--- src/rtl/wback_seq.sv ---
// rtl/wback_seq.sv - writeback sequencer: 2-entry bundle FIFO feeding scalar/vector register file writes
module wback_seq #(
  parameter int REGI_BITS = 4,
  parameter int VECT_BITS = 2,
  parameter int REGI_SIZE = 16,
  parameter int VECT_SIZE = 8,
  parameter int ELEM_SIZE = 8
) (
  input  logic                           clk_i,
  input  logic                           rst_ni,
  input  logic                           in_valid_i,
  output logic                           in_ready_o,
  input  logic                           is_vect_i,
  input  logic                           is_swap_i,
  input  logic [REGI_BITS-1:0]           dst_a_i,
  input  logic [REGI_BITS-1:0]           dst_b_i,
  input  logic [REGI_SIZE-1:0]           ialu_res_i,
  input  logic [REGI_SIZE-1:0]           iswa_res_i,
  input  logic [ELEM_SIZE*VECT_SIZE-1:0] valu_res_i,
  input  logic [ELEM_SIZE*VECT_SIZE-1:0] vswa_res_i,
  output logic                           rf_we_o,
  output logic [REGI_BITS-1:0]           rf_addr_o,
  output logic [REGI_SIZE-1:0]           rf_data_o,
  output logic                           vrf_we_o,
  output logic [VECT_BITS-1:0]           vrf_addr_o,
  output logic [ELEM_SIZE*VECT_SIZE-1:0] vrf_data_o,
  output logic [15:0]                    retired_o
);

  localparam int VW = ELEM_SIZE * VECT_SIZE;

  typedef enum logic [1:0] {IDLE, WR_A, WR_B} state_t;

  state_t state;

  // FIFO storage, one slot per field
  logic                 f_vect [2];
  logic                 f_swap [2];
  logic [REGI_BITS-1:0] f_dst_a [2];
  logic [REGI_BITS-1:0] f_dst_b [2];
  logic [REGI_SIZE-1:0] f_ialu [2];
  logic [REGI_SIZE-1:0] f_iswa [2];
  logic [VW-1:0]        f_valu [2];
  logic [VW-1:0]        f_vswa [2];

  logic       wr_ptr;
  logic       rd_ptr;
  logic [1:0] count;
  logic [1:0] count_next;
  logic       ready_en;
  logic       push;
  logic       pop;

  logic                 wr_vect;
  logic [REGI_BITS-1:0] wr_addr;
  logic [REGI_SIZE-1:0] wr_sdata;
  logic [VW-1:0]        wr_vdata;

  // ready_en keeps in_ready low until the first edge after reset release;
  // a full FIFO refuses pushes even when the head pops this cycle
  assign in_ready_o = ready_en && (count != 2'd2);
  assign push       = in_valid_i && in_ready_o;
  assign pop        = ((state == WR_A) && !f_swap[rd_ptr]) || (state == WR_B);
  assign count_next = count + {1'b0, push} - {1'b0, pop};

  // Select the write for the current phase from the head entry
  always_comb begin
    wr_vect  = f_vect[rd_ptr];
    wr_addr  = f_dst_a[rd_ptr];
    wr_sdata = f_ialu[rd_ptr];
    wr_vdata = f_valu[rd_ptr];
    if (state == WR_B) begin
      wr_addr  = f_dst_b[rd_ptr];
      wr_sdata = f_iswa[rd_ptr];
      wr_vdata = f_vswa[rd_ptr];
    end
  end

  // FIFO payload capture; contents are don't-care while the slot is empty
  always_ff @(posedge clk_i) begin
    if (push) begin
      f_vect[wr_ptr]  <= is_vect_i;
      f_swap[wr_ptr]  <= is_swap_i;
      f_dst_a[wr_ptr] <= dst_a_i;
      f_dst_b[wr_ptr] <= dst_b_i;
      f_ialu[wr_ptr]  <= ialu_res_i;
      f_iswa[wr_ptr]  <= iswa_res_i;
      f_valu[wr_ptr]  <= valu_res_i;
      f_vswa[wr_ptr]  <= vswa_res_i;
    end
  end

  // Sequencer FSM, FIFO pointers, retire counter and registered write ports
  always_ff @(posedge clk_i or negedge rst_ni) begin
    if (!rst_ni) begin
      state      <= IDLE;
      wr_ptr     <= 1'b0;
      rd_ptr     <= 1'b0;
      count      <= 2'd0;
      ready_en   <= 1'b0;
      retired_o  <= 16'd0;
      rf_we_o    <= 1'b0;
      rf_addr_o  <= '0;
      rf_data_o  <= '0;
      vrf_we_o   <= 1'b0;
      vrf_addr_o <= '0;
      vrf_data_o <= '0;
    end else begin
      ready_en   <= 1'b1;
      count      <= count_next;
      rf_we_o    <= 1'b0;
      rf_addr_o  <= '0;
      rf_data_o  <= '0;
      vrf_we_o   <= 1'b0;
      vrf_addr_o <= '0;
      vrf_data_o <= '0;
      if (push) wr_ptr <= ~wr_ptr;
      if (pop) begin
        rd_ptr    <= ~rd_ptr;
        retired_o <= retired_o + 16'd1;
      end
      if (state != IDLE) begin
        if (wr_vect) begin
          vrf_we_o   <= 1'b1;
          vrf_addr_o <= wr_addr[VECT_BITS-1:0];
          vrf_data_o <= wr_vdata;
        end else begin
          rf_we_o   <= 1'b1;
          rf_addr_o <= wr_addr;
          rf_data_o <= wr_sdata;
        end
      end
      case (state)
        IDLE: if (count != 2'd0) state <= WR_A;
        WR_A: begin
          if (f_swap[rd_ptr])           state <= WR_B;
          else if (count_next != 2'd0)  state <= WR_A;
          else                          state <= IDLE;
        end
        WR_B: state <= (count_next != 2'd0) ? WR_A : IDLE;
        default: state <= IDLE;
      endcase
    end
  end

endmodule

--- config.mk ---
export PLATFORM = sky130hd
export DESIGN_NAME = wback_seq
export DESIGN_NICKNAME = d
export VERILOG_FILES = /design/src/rtl/wback_seq.sv
export SDC_FILE = /design/constraint.sdc
export NUM_CORES = 1
export LEC_CHECK = 0
export BUFFER_PORTS_ARGS = -buffer_cell sky130_fd_sc_hd__buf_2
export CELL_PAD_IN_SITES_DETAIL_PLACEMENT = 1
export CELL_PAD_IN_SITES_GLOBAL_PLACEMENT = 1
export CORE_AREA = 2 2 208 169
export DETAILED_ROUTE_END_ITERATION = 8
export DIE_AREA = 0 0 210 171
export GPL_ROUTABILITY_DRIVEN = 0
export PLACE_DENSITY_LB_ADDON = 0.1
export SLEW_MARGIN = 10
export SYNTH_ARGS = -nofsm -noshare
export SYNTH_HDL_FRONTEND = slang
export SYNTH_SLANG_ARGS = --single-unit
--- constraint.sdc ---
create_clock -name clk_i -period 10.2 [get_ports clk_i]
set_input_delay 0.51 -clock clk_i [delete_from_list [all_inputs] [get_ports clk_i]]
set_output_delay 0.51 -clock clk_i [all_outputs]
set_load 0.005 [all_outputs]
# Yosys cells after proc, flatten, opt, wreduce, memory -nomap -nowiden
# Memory sizes are Yosys's and may differ from the RTL's.
# Cells that the tools add are included.
# W data, S select, Z words.
[classes]
n_addsub = 3
multipliers = 0
div = 0
order_cmp = 0
n_eq_ne = 4
n_shift = 0
mux = 21
bitwise_logic = 2
n_reduce_logical = 9
[ops]
columns = ["operator", "count"]
rows = [
  ["$mux W64", 3],
  ["$mux W16", 3],
  ["$add A16 B1 Y16 const B", 1],
  ["$mux W4", 3],
  ["$mux W2", 4],
  ["$mux W1", 7],
  ["$pmux W2 S3", 1],
  ["$reduce_bool A2 Y1", 3],
  ["$ne A2 B2 Y1 const B", 2],
  ["$logic_and A1 B1 Y1", 3],
  ["$add A2 B1 Y2", 1],
  ["$eq A2 B1 Y1 const B", 1],
  ["$eq A2 B2 Y1 const B", 1],
  ["$logic_not A2 Y1", 1],
  ["$not A1 Y1", 2],
  ["$sub A2 B1 Y2", 1],
  ["$logic_not A1 Y1", 1],
  ["$logic_or A1 B1 Y1", 1],
]
[word_totals]
register_bits = 111
latchBits = 0
ram_bits = 340
rom_bits = 0
input_bits = 173
out_inout_bits = 105
n_memories = 8
[memory_table]
columns = ["memory", "words", "word_bits", "read_ports", "rd_ports_with_merged_regs", "wr", "line", "text"]
rows = [
  ["f_valu", 2, 64, 1, 0, 1, "43", "logic [VW-1:0] f_valu [2];"],
  ["f_vswa", 2, 64, 1, 0, 1, "44", "logic [VW-1:0] f_vswa [2];"],
  ["f_ialu", 2, 16, 1, 0, 1, "41", "logic [REGI_SIZE-1:0] f_ialu [2];"],
  ["f_iswa", 2, 16, 1, 0, 1, "42", "logic [REGI_SIZE-1:0] f_iswa [2];"],
  ["f_dst_a", 2, 4, 1, 0, 1, "39", "logic [REGI_BITS-1:0] f_dst_a [2];"],
  ["f_dst_b", 2, 4, 1, 0, 1, "40", "logic [REGI_BITS-1:0] f_dst_b [2];"],
  ["2 more memories", "--", "--", "--", "--", "--", "--", ""],
]

# Longest topological paths before layout
# Gate-level depths: netlist (run 1).
[logic_depth]
word_depth = 9
depth_mapped = 11
ltp_nobuf = 10

# Worst setup path before layout (run 1)
# No wires, ideal clock.
[synth_path]
kind = "register -> register"
startpoint = "register count[0]"
endpoint = "memory f_dst_a[0][0], enable pin"
arrival_time_ns = 7.898
required_time_ns = 9.497
setup_slack_ns = 1.599
path_stages_with_launch = 5
period_less_slack_ns = 8.601
cell_sequence = "dfrtp_1 -> inv_1 -> a21boi_0 -> nand2_1 -> nor2_1"
[synth_between]
elab_chain_len = 5
[synth_rtl]
columns = ["element", "line", "text"]
rows = [
  ["start: declaration", "48", "logic [1:0] count;"],
  ["start signal: assignment", "110", "count <= count_next;"],
  ["$ne A2 B2 Y1", "61", "assign in_ready_o = ready_en && (count != 2'd2);"],
  ["$logic_and A1 B1 Y1", "61", ""],
  ["via in_ready_o", "12", "output logic in_ready_o,"],
  ["$logic_and A1 B1 Y1", "62", "assign push = in_valid_i && in_ready_o;"],
  ["$mux W1", "81", "if (push) begin"],
  ["$mux W1 (implied by the code)", "84", "f_dst_a[wr_ptr] <= dst_a_i;"],
  ["end: declaration", "39", ""],
]
# The timed path passes the listed nets, and every way through them passes these cells.

# Worst setup path in the final report (run 1)
[layout_path]
startpoint = "register rd_ptr"
endpoint = "register state[0]"
[layout_between]
elab_chain_len = 9
[layout_rtl]
columns = ["element", "line", "text"]
rows = [
  ["start: declaration", "47", "logic rd_ptr;"],
  ["start signal: assignment", "119", "rd_ptr <= ~rd_ptr;"],
  ["$mem_v2 Z2 W1 *", "--", ""],
  ["$logic_not A1 Y1 *", "63", "assign pop = ((state == WR_A) && !f_swap[rd_ptr]) || (state == WR_B);"],
  ["$logic_and A1 B1 Y1 *", "63", ""],
  ["$logic_or A1 B1 Y1 *", "63", ""],
  ["via pop", "52", "logic pop;"],
  ["$sub A2 B1 Y2 *", "64", "assign count_next = count + {1'b0, push} - {1'b0, pop};"],
  ["via count_next[1]", "49", "logic [1:0] count_next;"],
  ["$reduce_bool A2 Y1 *", "137, 140", ""],
  ["$mux W1 *", "137, 140", ""],
  ["$mux W2", "136", "if (f_swap[rd_ptr]) state <= WR_B;"],
  ["$pmux W2 S3 *", "133", "case (state)"],
  ["end signal: assignment", "140", "WR_B: state <= (count_next != 2'd0) ? WR_A : IDLE;"],
  ["end: declaration", "34", "state_t state;"],
]
# Mark *: on every way through the listed nets, which the timed path passes. The rest lies on a longest branch.
# A chain may end at the register's enable or synchronous reset.

==> PnR_summary.wiki, run 1 <==
{| class="wikitable"
! Metric !! Value
|-
| Outcome || finished, final reports clean
|-
| Detailed-route vias per instance || 5.18
|-
| Startpoint class of the critical path || flip-flop
|-
| Area grow syn2layout || 20.7%
|-
| Required time worst endpoint || 10.62 ns
|-
| Wire length reported by the detailed router || 32.9 mm
|-
| Clock tree sinks || 451
|-
| Count of final max-slew check failures || 0
|-
| Detailed Route Iter0 Violations || 427
|-
| GRT overflow || 0
|-
| Final Hold Viols || 0
|-
| Cell at the slowest stage of the critical path || sky130_fd_sc_hd__buf_4
|-
| Shortest clock period the worst path allows after layout || 3.44 ns
|-
| Portion of synthesized cell area occupied by the leading cell type || 0.636
|-
| Count of buffers added by post-CTS timing repair for setup || 0
|-
| Floorplan die height || 171 um
|-
| Quantity of gates resized following cts || 0
|-
| Maximum clock skew at final layout || 0.0117 ns
|-
| Top post-synthesis cells by area || sky130_fd_sc_hd__edfxtp_1 (64%), sky130_fd_sc_hd__dfrtp_1 (17%), sky130_fd_sc_hd__mux4_2 (12%)
|-
| Routed metal-1 wirelength || 13.8 mm
|-
| Number of failing setup endpoints in the final timing report || 0
|-
| Max IR drop VDD || 0.000165 V
|-
| CTS Buf Count || 45
|-
| Count of buffers inserted at the top-level ports || 277
|-
| P per Cell Area || 265 nW/um^2
|-
| Area share of xor/xnor cells in the synthesized design || 0.0104
|-
| Area of combinational cells with multiple inputs || 2940 um^2
|-
| Period Utilization, post-route || 0.337
|-
| Number of nets in the layout || 1208
|-
| CTS Root Buffer Type || sky130_fd_sc_hd__clkbuf_16
|-
| Clock network latency to the later pin of the worst-skew pair || 0.54 ns
|-
| Register area share after synthesis || 0.809
|-
| Number of remaining DRC errors || 0
|-
| Critical setup path kind || reg2reg
|-
| Area of all placed cells without fillers || 19400 um^2
|-
| Final-layout setup total negative slack || 0 ns
|-
| Maximum single-stage delay on the critical path || 0.76 ns
|-
| Critical-path cell list || buf_4 > mux2_4 > o21a_1 > clkinv_1 > ha_1 > inv_1 > ha_1 > xnor2_1 > xnor2_1 > o21ai_0 > nand2_1
|-
| Share of flip-flops with an asynchronous set or reset after synthesis || 0.246
|-
| Worst slew margin relative to its limit || 0.302
|-
| Number of H-tree branching levels || 2
|-
| Post-synth EDFFs || 340
|-
| Adder-Cell Fraction of Synth Area || 0.00234
|-
| Boundary pin count || 278
|-
| Antenna viol nets, final || 0
|-
| Area of the core || 34100 um^2
|-
| Highest achievable clock rate || 291 MHz
|-
| Cell area after synthesis || 16100 um^2
|-
| Clock transition at the registers of the reported paths || 0.06 ns
|-
| Setup repair after global routing missed its margin || no
|-
| Post-CTS Hold Fix Bufs || 0
|-
| Instance area at placement || 18000 um^2
|-
| Sequential cell area in the final layout || 13000 um^2
|-
| Synth cell types || 31
|-
| # Max-Cap Violations || 0
|-
| Crit path arrival time || 3.86 ns
|-
| Mapped Nets || 902
|-
| TritonCTS clock tree || built
|-
| Post-Synth Simple-Gate Area || 0.0471
|-
| Gate count after technology mapping || 726
|-
| Routed wire length on met2 || 16.3 mm
|-
| Die W || 210 um
|-
| Highest Signal Layer || met5
|-
| Router iterations before antenna repair || 6
|-
| Post-synthesis cell type with the largest combined area || sky130_fd_sc_hd__edfxtp_1
|-
| Fraction of final layout cells sized beyond drive strength 1 || 0.411
|-
| Wire length of the first global-routing pass || 50.2 mm
|-
| Prevailing post-synth register cell || sky130_fd_sc_hd__edfxtp_1
|-
| Highest fanout seen on the critical path || 49
|-
| Synthesized area per cell || 22.1 um^2
|-
| Wire per inst || 21.8 um
|-
| Multiplexer area fraction after synthesis || 0.119
|-
| Leakage component of the power || 7.55 nW
|-
| Worst min-delay path class || in2async
|-
| Number of warning messages in the yosys log || 0
|-
| Count of filler cells inserted in the layout || 3051
|-
| Met3 wire len || 2.25 mm
|-
| Total number of vias || 7827
|-
| CP Capture Type || flip-flop
|-
| Post-layout utilization of the core || 0.568
|-
| Actual transition at the worst max-transition pin || 1.05 ns
|-
| Clock Path Buffers || 3
|-
| Starting density of the core || 0.470
|-
| Setup slack, reg-to-reg || 6.76 ns
|-
| Antenna violations before repair || 12
|-
| Post-synthesis compound-gate area fraction || 0.00187
|-
| Min setup slack post-route || 6.76 ns
|-
| Synth Register Bits || 451
|-
| Area of the die || 35900 um^2
|-
| Site row count || 61
|-
| Detailed placement HPWL || 20.7 mm
|-
| Combinational family with the most area after synthesis || multiplexers
|-
| Placement Setup Slack || 6.63 ns
|-
| Number of global-route vias before repair || 8294
|-
| Pin count of the biggest net entering global routing || 68
|-
| Global routing usage summed across all routing layers || 0.188
|}
[kinds of logic after synthesis]
logic type	count (synthesis)
flip-flops	451
AND/OR/NAND/NOR	128
multiplexers	86
buffers and inverters	33
XOR/XNOR	19
AO/OA/AOI/OAI	5
adder cells (fa/ha/maj)	3
other	1
[cell usage after synthesis, types with 2 or more instances]
cell                       instances
sky130_fd_sc_hd__buf_2            12
sky130_fd_sc_hd__xor2_1            9
sky130_fd_sc_hd__and2_1           66
sky130_fd_sc_hd__buf_1             6
sky130_fd_sc_hd__nor2b_1          21
sky130_fd_sc_hd__xnor2_1          10
sky130_fd_sc_hd__nor2_1            7
sky130_fd_sc_hd__o21ai_0           3
sky130_fd_sc_hd__dfrtp_1         111
sky130_fd_sc_hd__nand2b_1          2
sky130_fd_sc_hd__mux4_2           84
sky130_fd_sc_hd__ha_1              3
sky130_fd_sc_hd__inv_1             3
sky130_fd_sc_hd__nand4_1           5
sky130_fd_sc_hd__edfxtp_1        340
sky130_fd_sc_hd__nor4_1            6
sky130_fd_sc_hd__buf_6             2
sky130_fd_sc_hd__clkbuf_1          9
sky130_fd_sc_hd__nand3_1           6
sky130_fd_sc_hd__nand2_1          10
[area by class of cell]
class / instances / area share
Sequential cell: 451 / 0.670
Inverter: 4 / 0.000775
Clock buffer: 69 / 0.0653
Timing Repair Buffer: 288 / 0.0759
Antenna cell: 6 / 0.000775
Clock inverter: 11 / 0.00671
Tap cell: 441 / 0.0285
Multi-Input combinational cell: 242 / 0.152
[registers in the layout (all words and copies together), names as in the netlist]
signal,count
count,2
f_dst_a,8
f_dst_b,8
f_ialu,32
f_iswa,32
f_swap,2
f_valu,128
f_vect,2
f_vswa,128
rd_ptr,1
ready_en,1
retired_o,16
rf_addr_o,4
rf_data_o,16
rf_we_o,1
state,2
vrf_addr_o,2
vrf_data_o,64
vrf_we_o,1
wr_ptr,1
[critical path: cells and delay by family (launching register included)]
kind | cells | cell delay (ns)
buffers and inverters | 3 | 1.15
AOI/OAI and AO/OA | 2 | 0.57
adders and majority gates | 2 | 0.55
DFF | 1 | 0.39
muxes | 1 | 0.30
xor gates and xnor gates | 2 | 0.28
and+or+nand+nor | 1 | 0.06
[report_power, final]
group	total, mW	switching (mW)	internal, mW
combinational	1.11	0.572	0.541
sequential	2.45	0.109	2.34
clock	1.57	0.647	0.928
[metal layers]
metal	GRT usage	vias up
met1	0.249	4075
li1	-	3464
met3	0.0551	57
met5	0	-
met2	0.304	221
met4	0.0558	10
[path summary, 6_finish.rpt]
kind,startpoint,end,cells after the start
max reg2reg,rd_ptr,state[0],11
min in group clk_i,valu_res_i[13],f_valu[1][13],1
max in group asynchronous,rst_ni,rd_ptr,2
min,rst_ni,rf_data_o[3],1
max,rd_ptr,state[0],11
min reg2reg,retired_o[15],retired_o[15],1
[stage by stage]
stage	hold slack, ns	std cells	power, mW
global route	0.0788	1510	5.40
global placement	0.456	1426	3.61
finish	0.0384	1512	5.13
detailed placement	0.463	1426	3.64
CTS	0.0632	1506	5.23
floorplan	0.214	726	3.22
[cell usage in the layout (no fill, tap or decap), types with 6 or more instances in the layout]
cell,netlist,routed
sky130_fd_sc_hd__clkbuf_16,0,45
sky130_fd_sc_hd__edfxtp_1,340,340
sky130_fd_sc_hd__xor2_1,9,9
sky130_fd_sc_hd__nand3_1,6,6
sky130_fd_sc_hd__dfrtp_1,111,110
sky130_fd_sc_hd__buf_2,12,276
sky130_fd_sc_hd__nor4_1,6,6
sky130_fd_sc_hd__and2_1,66,66
sky130_fd_sc_hd__nand2_1,10,10
sky130_fd_sc_hd__buf_4,0,12
sky130_fd_sc_hd__mux4_2,84,84
sky130_fd_sc_hd__clkbuf_1,9,19
sky130_fd_sc_hd__xnor2_1,10,10
sky130_fd_sc_hd__diode_2,0,6
sky130_fd_sc_hd__nor2b_1,21,21
No activity file was read; power rests on OpenSTA's default activity.
==> inputs of run 2 (changes only) <==
--- a/config.mk
+++ b/config.mk
@@ -8,9 +8,9 @@
 export BUFFER_PORTS_ARGS = -buffer_cell sky130_fd_sc_hd__buf_2
 export CELL_PAD_IN_SITES_DETAIL_PLACEMENT = 1
 export CELL_PAD_IN_SITES_GLOBAL_PLACEMENT = 1
-export CORE_AREA = 2 2 208 169
+export CORE_AREA = 2 2 220 178
 export DETAILED_ROUTE_END_ITERATION = 8
-export DIE_AREA = 0 0 210 171
+export DIE_AREA = 0 0 222 180
 export GPL_ROUTABILITY_DRIVEN = 0
 export PLACE_DENSITY_LB_ADDON = 0.1
 export SLEW_MARGIN = 10
==> constraint.sdc (replaced) <==
create_clock -name clk_i -period 3.1 [get_ports clk_i]
set_input_delay 0.155 -clock clk_i [delete_from_list [all_inputs] [get_ports clk_i]]
set_output_delay 0.155 -clock clk_i [all_outputs]
set_load 0.005 [all_outputs]
==> PnR_summary.wiki, run 2 (synthesized netlist as in run 1, its figures left out) <==
{| class="wikitable"
! Metric !! Value
|-
| Area of the core || 37900 um^2 (was 34100 um^2)
|-
| Antenna viol nets, final || 0 (unchanged)
|-
| Wire length reported by the detailed router || 36.2 mm (was 32.9 mm)
|-
| GRT overflow || 0 (unchanged)
|-
| Starting density of the core || 0.424 (was 0.470)
|-
| CP delay by family, top || adder cells (was buffers and inverters)
|-
| Area grow syn2layout || 33.3% (was 20.7%)
|-
| Outcome || finished, final reports clean (unchanged)
|-
| Site row count || 64 (was 61)
|-
| Total number of vias || 8564 (was 7827)
|-
| Leakage component of the power || 8.38 nW (was 7.55 nW)
|-
| Boundary pin count || 278 (unchanged)
|-
| Final Hold Viols || 0 (unchanged)
|-
| Pin count of the biggest net entering global routing || 91 (was 68)
|-
| Maximum clock skew at final layout || 0.0163 ns (was 0.0117 ns)
|-
| Shortest clock period the worst path allows after layout || 2.30 ns (was 3.44 ns)
|-
| Bufs and invs on worst path || 2 (was 3)
|-
| Startpoint class of the critical path || flip-flop (unchanged)
|-
| Number of global-route vias before repair || 9630 (was 8294)
|-
| Critical setup path kind || reg2reg (unchanged)
|-
| TritonCTS clock tree || built (unchanged)
|-
| Area of the die || 40000 um^2 (was 35900 um^2)
|-
| Detailed-route vias per instance || 4.90 (was 5.18)
|-
| Number of failing setup endpoints in the final timing report || 0 (unchanged)
|-
| Number of remaining DRC errors || 0 (unchanged)
|-
| Maximum single-stage delay on the critical path || 0.51 ns (was 0.76 ns)
|-
| Wire length of the first global-routing pass || 56.9 mm (was 50.2 mm)
|-
| Clock Path Buffers || 3 (unchanged)
|-
| Fraction of final layout cells sized beyond drive strength 1 || 0.362 (was 0.411)
|-
| Sum of internal, switching and leakage power || 17.3 mW (was 5.13 mW)
|-
| Filler-free cell count of the finished design || 1749 (was 1512)
|-
| CTS Buf Count || 46 (was 45)
|-
| Max IR drop VDD || 0.000559 V (was 0.000165 V)
|-
| Most common cell after layout, fill and taps aside || sky130_fd_sc_hd__edfxtp_1 (unchanged)
|-
| Count of final max-slew check failures || 0 (unchanged)
|-
| Clock network latency to the later pin of the worst-skew pair || 0.55 ns (was 0.54 ns)
|-
| Detailed placement HPWL || 21.6 mm (was 20.7 mm)
|-
| Top library cells by usage in the layout, fill and taps aside || sky130_fd_sc_hd__edfxtp_1 (340), sky130_fd_sc_hd__buf_2 (276), sky130_fd_sc_hd__dlygate4sd3_1 (172) (was sky130_fd_sc_hd__edfxtp_1 (340), sky130_fd_sc_hd__buf_2 (276), sky130_fd_sc_hd__dfrtp_1 (110))
|-
| # Max-Cap Violations || 0 (unchanged)
|-
| Router iterations before antenna repair || 5 (was 6)
|-
| Registers with the most flip-flops || f_valu x128, f_vswa x128, vrf_data_o x64 (unchanged)
|-
| Cell at the slowest stage of the critical path || sky130_fd_sc_hd__dfrtp_4 (was sky130_fd_sc_hd__buf_4)
|-
| Clock transition at the registers of the reported paths || 0.06 ns (about the same)
|-
| Clock tree sinks || 451 (unchanged)
|-
| Detailed Route Iter0 Violations || 528 (was 427)
|-
| Crit path arrival time || 2.72 ns (was 3.86 ns)
|-
| Antenna violations before repair || 4 (was 12)
|-
| Worst slew margin relative to its limit || 0.484 (was 0.302)
|-
| Worst min-delay path class || in2async (unchanged)
|-
| Floorplan die height || 180 um (was 171 um)
|-
| P per Cell Area || 811 nW/um^2 (was 265 nW/um^2)
|-
| Number of nets in the layout || 1390 (was 1208)
|-
| Post-placement cell count || 1489 (was 1426)
|-
| Count of buffers inserted at the top-level ports || 277 (unchanged)
|-
| Critical-path cell list || mux2_4 > o21a_1 > clkinv_1 > ha_1 > inv_1 > ha_1 > xnor2_1 > xnor2_1 > o21ai_0 > nand2_1 (was buf_4 > mux2_4 > o21a_1 > clkinv_1 > ha_1 > inv_1 > ha_1 > xnor2_1 > xnor2_1 > o21ai_0 > nand2_1)
|-
| Setup repair after global routing missed its margin || no (unchanged)
|-
| Actual transition at the worst max-transition pin || 0.771 ns (was 1.05 ns)
|-
| CTS Root Buffer Type || sky130_fd_sc_hd__clkbuf_16 (unchanged)
|-
| Count of buffers added by post-CTS timing repair for setup || 0 (unchanged)
|-
| Post-layout utilization of the core || 0.565 (was 0.568)
|-
| Number of H-tree branching levels || 2 (unchanged)
|-
| Die W || 222 um (was 210 um)
|-
| CP Capture Type || flip-flop (unchanged)
|-
| Wire per inst || 20.7 um (was 21.8 um)
|-
| Highest achievable clock rate || 436 MHz (was 291 MHz)
|-
| Global routing usage summed across all routing layers || 0.186 (was 0.188)
|-
| Required time worst endpoint || 3.52 ns (was 10.62 ns)
|-
| Highest fanout seen on the critical path || 8 (was 49)
|-
| Period Utilization, post-route || 0.741 (was 0.337)
|}
## run 2: what timing repair did
| item | 4_1_cts | 5_1_grt |
|---|---|---|
| hold buffers | 172 | 0 |
| endpoints found under the hold margin | 386 | 0 |
| resized for setup | 0 | 0 |
## run 2: cell type report
cell class                      count  area (um^2)
Antenna cell                        3         7.51
Clock buffer                       73         1380
Clock inverter                     12         61.3
Fill cell                        3412        16500
Inverter                            4         15.0
Multi-Input combinational cell    242         2960
Sequential cell                   451        13000
Tap cell                          495          619
Timing Repair Buffer              469         3370
## run 2: power breakdown
part	internal [mW]	switching [mW]
registers	7.68	0.359
logic	2.03	2.02
clock network	3.04	2.21
total	12.8	4.59
## run 2: metal layers
| metal | GRT usage | vias up | part of all wire |
|---|---|---|---|
| li1 | - | 3831 | - |
| met1 | 0.240 | 4468 | 0.42 |
| met2 | 0.314 | 207 | 0.50 |
| met3 | 0.0474 | 56 | 0.052 |
| met4 | 0.0519 | 2 | 0.020 |
| met5 | 0 | - | 0.00030 |
## run 2: path summary, 6_finish.rpt
| path | start | to | slack (ns) | cells after the start |
|---|---|---|---|---|
| setup / recovery | rd_ptr | state[0] | 0.80 | 10 |
| hold / removal | rst_ni | rf_data_o[5] | 0.21 | 2 |
| setup reg to reg | rd_ptr | state[0] | 0.80 | 10 |
| hold reg to reg | retired_o[15] | retired_o[15] | 0.48 | 1 |
| max in group asynchronous | rst_ni | vrf_data_o[38] | 2.13 | 3 |
| min in group clk_i | vswa_res_i[40] | f_vswa[1][40] | 0.33 | 2 |
## run 2: metrics by stage
| stage | hold WS [ns] | worst slack (ns) | setup TNS [ns] | area (um^2) |
|---|---|---|---|---|
| 2_1_floorplan | -0.141 | -0.548 | -102.90 | 16100 |
| 3_3_place_gp | 0.273 | 0.866 | 0 | 18200 |
| 3_5_place_dp | 0.256 | 0.813 | 0 | 18200 |
| 4_1_cts | 0.221 | 0.796 | 0 | 21400 |
| 5_1_grt | 0.243 | 0.661 | 0 | 21400 |
| 6_report | 0.212 | 0.804 | 0 | 21400 |
